==> src/rtl/meteo_pkg.sv <==
// Shared types, constants and elaboration helpers for the BME280 display path.
package meteo_pkg;

  localparam int unsigned BME_WIDTH  = 32;
  localparam int unsigned BME_DIGITS = 10;

  typedef enum logic [0:0] {
    ST_IDLE  = 1'b0,
    ST_SHIFT = 1'b1
  } state_t;

  // Smallest n with 2^n >= value.
  function automatic int unsigned clog2(input int unsigned value);
    int unsigned     res;
    longint unsigned pw;
    res = 0;
    pw  = 64'd1;
    while (pw < 64'(value)) begin
      pw  = pw << 1;
      res = res + 1;
    end
    return res;
  endfunction

  // Smallest digit count d with 10^d > 2^width.
  function automatic int unsigned min_digits(input int unsigned width);
    real         lim;
    real         pw;
    int unsigned d;
    lim = 1.0;
    for (int unsigned i = 0; i < width; i++) begin
      lim = lim * 2.0;
    end
    pw = 1.0;
    d  = 0;
    while (pw <= lim) begin
      pw = pw * 10.0;
      d  = d + 1;
    end
    return d;
  endfunction

endpackage

==> src/rtl/bcd_digit_adj.sv <==
// Double-dabble digit correction: add 3 to any BCD digit of 5 or more.
module bcd_digit_adj (
  input  logic [3:0] i_digit,
  output logic [3:0] o_digit
);

  // Pre-shift correction so the following left shift carries into the next digit.
  always_comb begin
    o_digit = i_digit;
    if (i_digit >= 4'd5) begin
      o_digit = i_digit + 4'd3;
    end
  end

endmodule

==> src/rtl/seq_bin2bcd.sv <==
// Sequential binary-to-BCD converter (double dabble, one bit per clock) with
// optional two's-complement input; results update only on the Done edge.
module seq_bin2bcd
  import meteo_pkg::*;
#(
  parameter int unsigned WIDTH  = BME_WIDTH,
  parameter int unsigned DIGITS = BME_DIGITS,
  parameter int unsigned SIGNED = 1
) (
  input  logic                  Clk,
  input  logic                  Rst_n,
  input  logic                  Start,
  input  logic [WIDTH-1:0]      Bin,
  output logic                  Busy,
  output logic                  Done,
  output logic [4*DIGITS-1:0]   Bcd,
  output logic                  Sign
);

  localparam int unsigned CNT_W = clog2(WIDTH + 1);
  localparam int unsigned BCD_W = 4 * DIGITS;

  // Reject configurations whose digit count cannot hold the full input range.
  generate
    if (DIGITS < min_digits(WIDTH)) begin : g_cfg_err
      $error("seq_bin2bcd: DIGITS=%0d too small for WIDTH=%0d", DIGITS, WIDTH);
    end
  endgenerate

  state_t             r_state;
  state_t             w_state_nxt;
  logic [CNT_W-1:0]   r_cnt;
  logic [CNT_W-1:0]   w_cnt_nxt;
  logic [WIDTH-1:0]   r_shreg;
  logic [WIDTH-1:0]   w_shreg_nxt;
  logic [BCD_W-1:0]   r_acc;
  logic [BCD_W-1:0]   w_acc_nxt;
  logic [BCD_W-1:0]   w_acc_adj;
  logic [BCD_W-1:0]   w_acc_shift;
  logic               r_neg;
  logic               w_neg_nxt;
  logic               w_bin_neg;
  logic [WIDTH-1:0]   w_mag;
  logic               w_busy_nxt;
  logic               w_done_nxt;
  logic [BCD_W-1:0]   w_bcd_nxt;
  logic               w_sign_nxt;

  // Sign detection and magnitude; the most negative value negates to itself,
  // which is its correct unsigned magnitude.
  assign w_bin_neg = (SIGNED != 0) ? Bin[WIDTH-1] : 1'b0;
  assign w_mag     = w_bin_neg ? (WIDTH'(0) - Bin) : Bin;

  // Per-digit add-3 correction on the accumulator.
  generate
    for (genvar g = 0; g < int'(DIGITS); g++) begin : g_adj
      bcd_digit_adj u_adj (
        .i_digit (r_acc[4*g +: 4]),
        .o_digit (w_acc_adj[4*g +: 4])
      );
    end
  endgenerate

  // Corrected accumulator shifted left, pulling in the next binary bit.
  assign w_acc_shift = BCD_W'({w_acc_adj, r_shreg[WIDTH-1]});

  // Next-state and datapath/output next values.
  always_comb begin
    w_state_nxt = r_state;
    w_cnt_nxt   = r_cnt;
    w_shreg_nxt = r_shreg;
    w_acc_nxt   = r_acc;
    w_neg_nxt   = r_neg;
    w_busy_nxt  = 1'b0;
    w_done_nxt  = 1'b0;
    w_bcd_nxt   = Bcd;
    w_sign_nxt  = Sign;
    case (r_state)
      ST_IDLE: begin
        if (Start) begin
          w_shreg_nxt = w_mag;
          w_acc_nxt   = '0;
          w_neg_nxt   = w_bin_neg;
          w_cnt_nxt   = CNT_W'(WIDTH);
          w_busy_nxt  = 1'b1;
          w_state_nxt = ST_SHIFT;
        end
      end
      ST_SHIFT: begin
        w_acc_nxt   = w_acc_shift;
        w_shreg_nxt = r_shreg << 1;
        w_cnt_nxt   = r_cnt - CNT_W'(1);
        w_busy_nxt  = 1'b1;
        if (r_cnt == CNT_W'(1)) begin
          w_bcd_nxt   = w_acc_shift;
          w_sign_nxt  = r_neg;
          w_done_nxt  = 1'b1;
          w_busy_nxt  = 1'b0;
          w_state_nxt = ST_IDLE;
        end
      end
      default: begin
        w_state_nxt = ST_IDLE;
      end
    endcase
  end

  // State, working registers and registered outputs; reset abandons any conversion.
  always_ff @(posedge Clk or negedge Rst_n) begin
    if (!Rst_n) begin
      r_state <= ST_IDLE;
      r_cnt   <= '0;
      r_shreg <= '0;
      r_acc   <= '0;
      r_neg   <= 1'b0;
      Busy    <= 1'b0;
      Done    <= 1'b0;
      Bcd     <= '0;
      Sign    <= 1'b0;
    end else begin
      r_state <= w_state_nxt;
      r_cnt   <= w_cnt_nxt;
      r_shreg <= w_shreg_nxt;
      r_acc   <= w_acc_nxt;
      r_neg   <= w_neg_nxt;
      Busy    <= w_busy_nxt;
      Done    <= w_done_nxt;
      Bcd     <= w_bcd_nxt;
      Sign    <= w_sign_nxt;
    end
  end

endmodule
==> config.mk <==
export PLATFORM = sky130hd
export DESIGN_NAME = seq_bin2bcd
export DESIGN_NICKNAME = d
export VERILOG_FILES = /design/src/rtl/meteo_pkg.sv /design/src/rtl/bcd_digit_adj.sv /design/src/rtl/seq_bin2bcd.sv
export SDC_FILE = /design/constraint.sdc
export NUM_CORES = 1
export LEC_CHECK = 0
export BUFFER_PORTS_ARGS = -buffer_cell sky130_fd_sc_hd__clkbuf_2
export CAP_MARGIN = 40
export CORE_MARGIN = 3
export CORE_UTILIZATION = 45
export CTS_BUF_LIST = sky130_fd_sc_hd__clkbuf_8
export DETAILED_ROUTE_END_ITERATION = 12
export GPL_TIMING_DRIVEN = 0
export PLACE_DENSITY = 0.7
export SLEW_MARGIN = 10
export SYNTH_ARGS = -nofsm -noshare
export SYNTH_HDL_FRONTEND = slang
export SYNTH_SLANG_ARGS = --single-unit
==> constraint.sdc <==
create_clock -name Clk -period 2.2 [get_ports Clk]
set_input_delay 0.11 -clock Clk [delete_from_list [all_inputs] [get_ports Clk]]
set_output_delay 0.11 -clock Clk [all_outputs]
set_load 0.02 [all_outputs]
==> run metrics <==
die width=127 um; clk sinks=122; row count=43; effective utilization at floorplan=46.8%; Initial DRC Count=349; vias in the first global route=5578; largest cells by area after synthesis=dfrtp_1 (46%), o21ai_0 (6.4%), ha_1 (4.3%), nor3b_1 (4.0%), nand2_1 (3.9%); Die Ht=127 um; Routed WL=16.7 mm; proportion of netlist area held by the largest area contributor=46.1%; CP endpoint kind=flop; ANT cells=0; area of the multi-input gates=0.00335 mm^2; drt pass-1 iters=5; Startpoint Class=input port; Tmin final=2.09 ns; Slowest-stage cell, CP=or4_1; Critical Path AT=2.39 ns; Clock Latency Late Sink=0.44 ns; Final setup viols=0; Power Total=10400 uW; RSZ-0062 raised after global routing=false; delay-heaviest family, CP=simple AND/OR/NAND/NOR gates; DR vias=5605; worst path required time=2.50 ns; num ports=78; Storage cell area=0.00305 mm^2; Hold WC Path Type=input port to flop; total grt overflow=0; Lkg Pwr=0.00354 uW; Final Worst Setup Slack=0.110 ns; largest net degree at the start of global routing=68; Netlist cell types=40; Die ar.=0.0162 mm^2; endpoints failing hold=0; Synth Flop Type=dfrtp_1; net count after synthesis=755; Filler cells=1296; Slew @ Worst Pin=0.724 ns; initial antenna violation count=0; cells along the critical path=dlygate4sd3_1, clkbuf_2, or4_1, or2_1, buf_6, nor4_2, mux2i_1, o221ai_1; Slew Viols, Final=0; Final Skew=0.0107 ns; Pwr Density=1350 mW/mm^2; Synth-to-Final Area Change=16.6%; worst slack at placement=-0.177 ns; Worst path max stage delay=0.57 ns; crit-path max FO=8; slew margin rel.=51.4%; syn avg cell area=9.51 um^2; setup bufs post-CTS=0; Peak VDD IR=0.509 mV; max_cap viols=0; share of cells above drive strength 1=17.0%; CTS Buf Count=17; NumNets Final=856; status=complete, no violations; worst setup path category=input port to flop; Cells after Synth=697; vias per inst=5.67; Core Box Area=0.0141 mm^2; register area share after synthesis=46.1%; first-pass GRT wire length=27.4 mm; clk buf depth=2; Yosys reg bits=122; share of synthesized registers carrying an async set or reset=100%; Post-Syn Area=0.00663 mm^2; Syn. warnings=0; clock-pin slew on the worst setup and hold paths=0.07 ns; Clock H-tree levels=4; Root Buffer=clkbuf_8; Tcrit/Tclk final=95.0%; Remaining DRCs=0; Fmax=478 MHz; total global-route track usage=21.1%; Post-synth EDFFs=0; Worst Path Buf+Inv=3; PortBufs=77; hpwl dp=12.5 mm; area leader, netlist=dfrtp_1; routability cong.=0.844; CTS tree=yes; post-route ant nets=0; DR WL/cell=16.9 um
cell type report:
cell class / instances / share of cell area [%]
multi-input combinational: 512 / 43.4
sequential: 122 / 39.5
timing repair buffer: 82 / 5.97
clock buffer: 21 / 3.74
tap: 180 / 2.91
buffer: 37 / 1.99
inverter: 26 / 1.26
clock inverter: 8 / 1.25
layer usage:
metal / up-vias / wire length (um) / track usage [%]
li1: 2680 / - / -
met1: 2740 / 7720 / 27.5
met2: 158 / 7890 / 34.4
met3: 27 / 768 / 5.06
met4: 0 / 279 / 7.63
met5: - / 0 / 0
sequential cells by signal, indices dropped and copies added (netlist names):
signal	count
Bcd	40
Done	1
Sign	1
r_acc	40
r_cnt	6
r_neg	1
r_shreg	32
r_state	1
logic make-up after synthesis:
kind of cell    count (synthesis)  synth area share, %
xor+xnor                       32                 4.23
fa+ha+maj                      23                 4.34
compound gates                196                 17.2
buf+inv                        63                 3.68
flops                         122                 46.1
simple gates                  223                 18.4
mux                            38                 6.06
power by group:
group / switching [uW] / leakage, uW / internal (uW) / total, uW
logic: 2660 / 0.00177 / 1920 / 4580
registers: 691 / 0.00157 / 3200 / 3890
clock network: 858 / 0.000193 / 1100 / 1960
worst min-delay path, cell delays in order:
cell	delay (ns)
clkbuf_2	0.11
xor2_1	0.08
o21ai_0	0.13
synthesized netlist by cell type, drive strengths merged, types with 2 or more instances:
cell,n
o31ai,21
mux2i,21
xor2,15
nor3b,35
or3,6
o21ai,85
o41ai,4
nand3b,2
nor3,10
and2,6
nand3,9
or4,7
o221ai,6
a211oi,2
nand2,68
a31oi,11
xnor2,17
clkbuf,27
a22o,6
nand2b,37
buf,10
ha,23
nand4,3
a21o,11
mux2,17
nor2b,8
inv,25
nor4,7
a21oi,49
nor2,21
dfrtp,122
cell usage in the layout (no fill, tap or decap), types with 3 or more instances in the layout:
cell type	count
clkbuf_2	81
nor4_1	5
nor2_1	21
clkinvlp_4	3
inv_1	26
a31oi_1	11
mux2i_1	21
and2_1	6
buf_1	9
ha_1	23
a21o_1	11
xnor2_1	17
o221ai_1	6
or3_1	5
a22o_1	6
or4_1	5
nor2b_1	8
xor2_1	15
nor3_1	10
nand2b_1	37
mux2_2	17
o41ai_1	4
clkbuf_1	21
nor3b_1	35
a21oi_1	49
dlygate4sd3_1	4
o21ai_0	85
dfrtp_1	122
nand2_1	68
nand4_1	3
nand3_1	9
clkbuf_8	22
o31ai_1	21
final timing paths:
path | end | slack [ns] | cells after the start | from
max reg2reg | r_shreg[31]$_DFFE_PN0P_ | 0.21 | 5 | r_state$_DFF_PN0_
min | r_shreg[18]$_DFFE_PN0P_ | 0.03 | 3 | Bin[18]
min in group asynchronous | Bcd[7]$_DFFE_PN0P_ | 0.20 | 2 | Rst_n
max in group asynchronous | r_acc[18]$_DFFE_PN0P_ | 1.32 | 3 | Rst_n
max | r_shreg[26]$_DFFE_PN0P_ | 0.11 | 8 | Bin[22]
min reg2reg | Bcd[24]$_DFFE_PN0P_ | 0.48 | 2 | Bcd[24]$_DFFE_PN0P_
metrics by stage:
step           hold WS, ns  TNS [ns]  instance area (um^2)  utilization [%]  instances
2_1_floorplan       -0.186         0                  6630                -        697
3_3_place_gp         0.425    -97.68                  7240             51.2        954
3_5_place_dp         0.112     -1.96                  7280             51.4        955
4_1_cts           0.000532         0                  7700             54.5        988
5_1_grt             0.0316         0                  7730             54.6        988
6_report            0.0261         0                  7730             54.6        988
repair_timing:
| item | in CTS | in global routing |
|---|---|---|
| hold buffers | 4 | 0 |
| endpoints found under the hold margin | 58 | 0 |
| resized for setup | 3 | 10 |
| endpoints found under the setup margin | 29 | 40 |
Power figures use the tool's default switching activity.
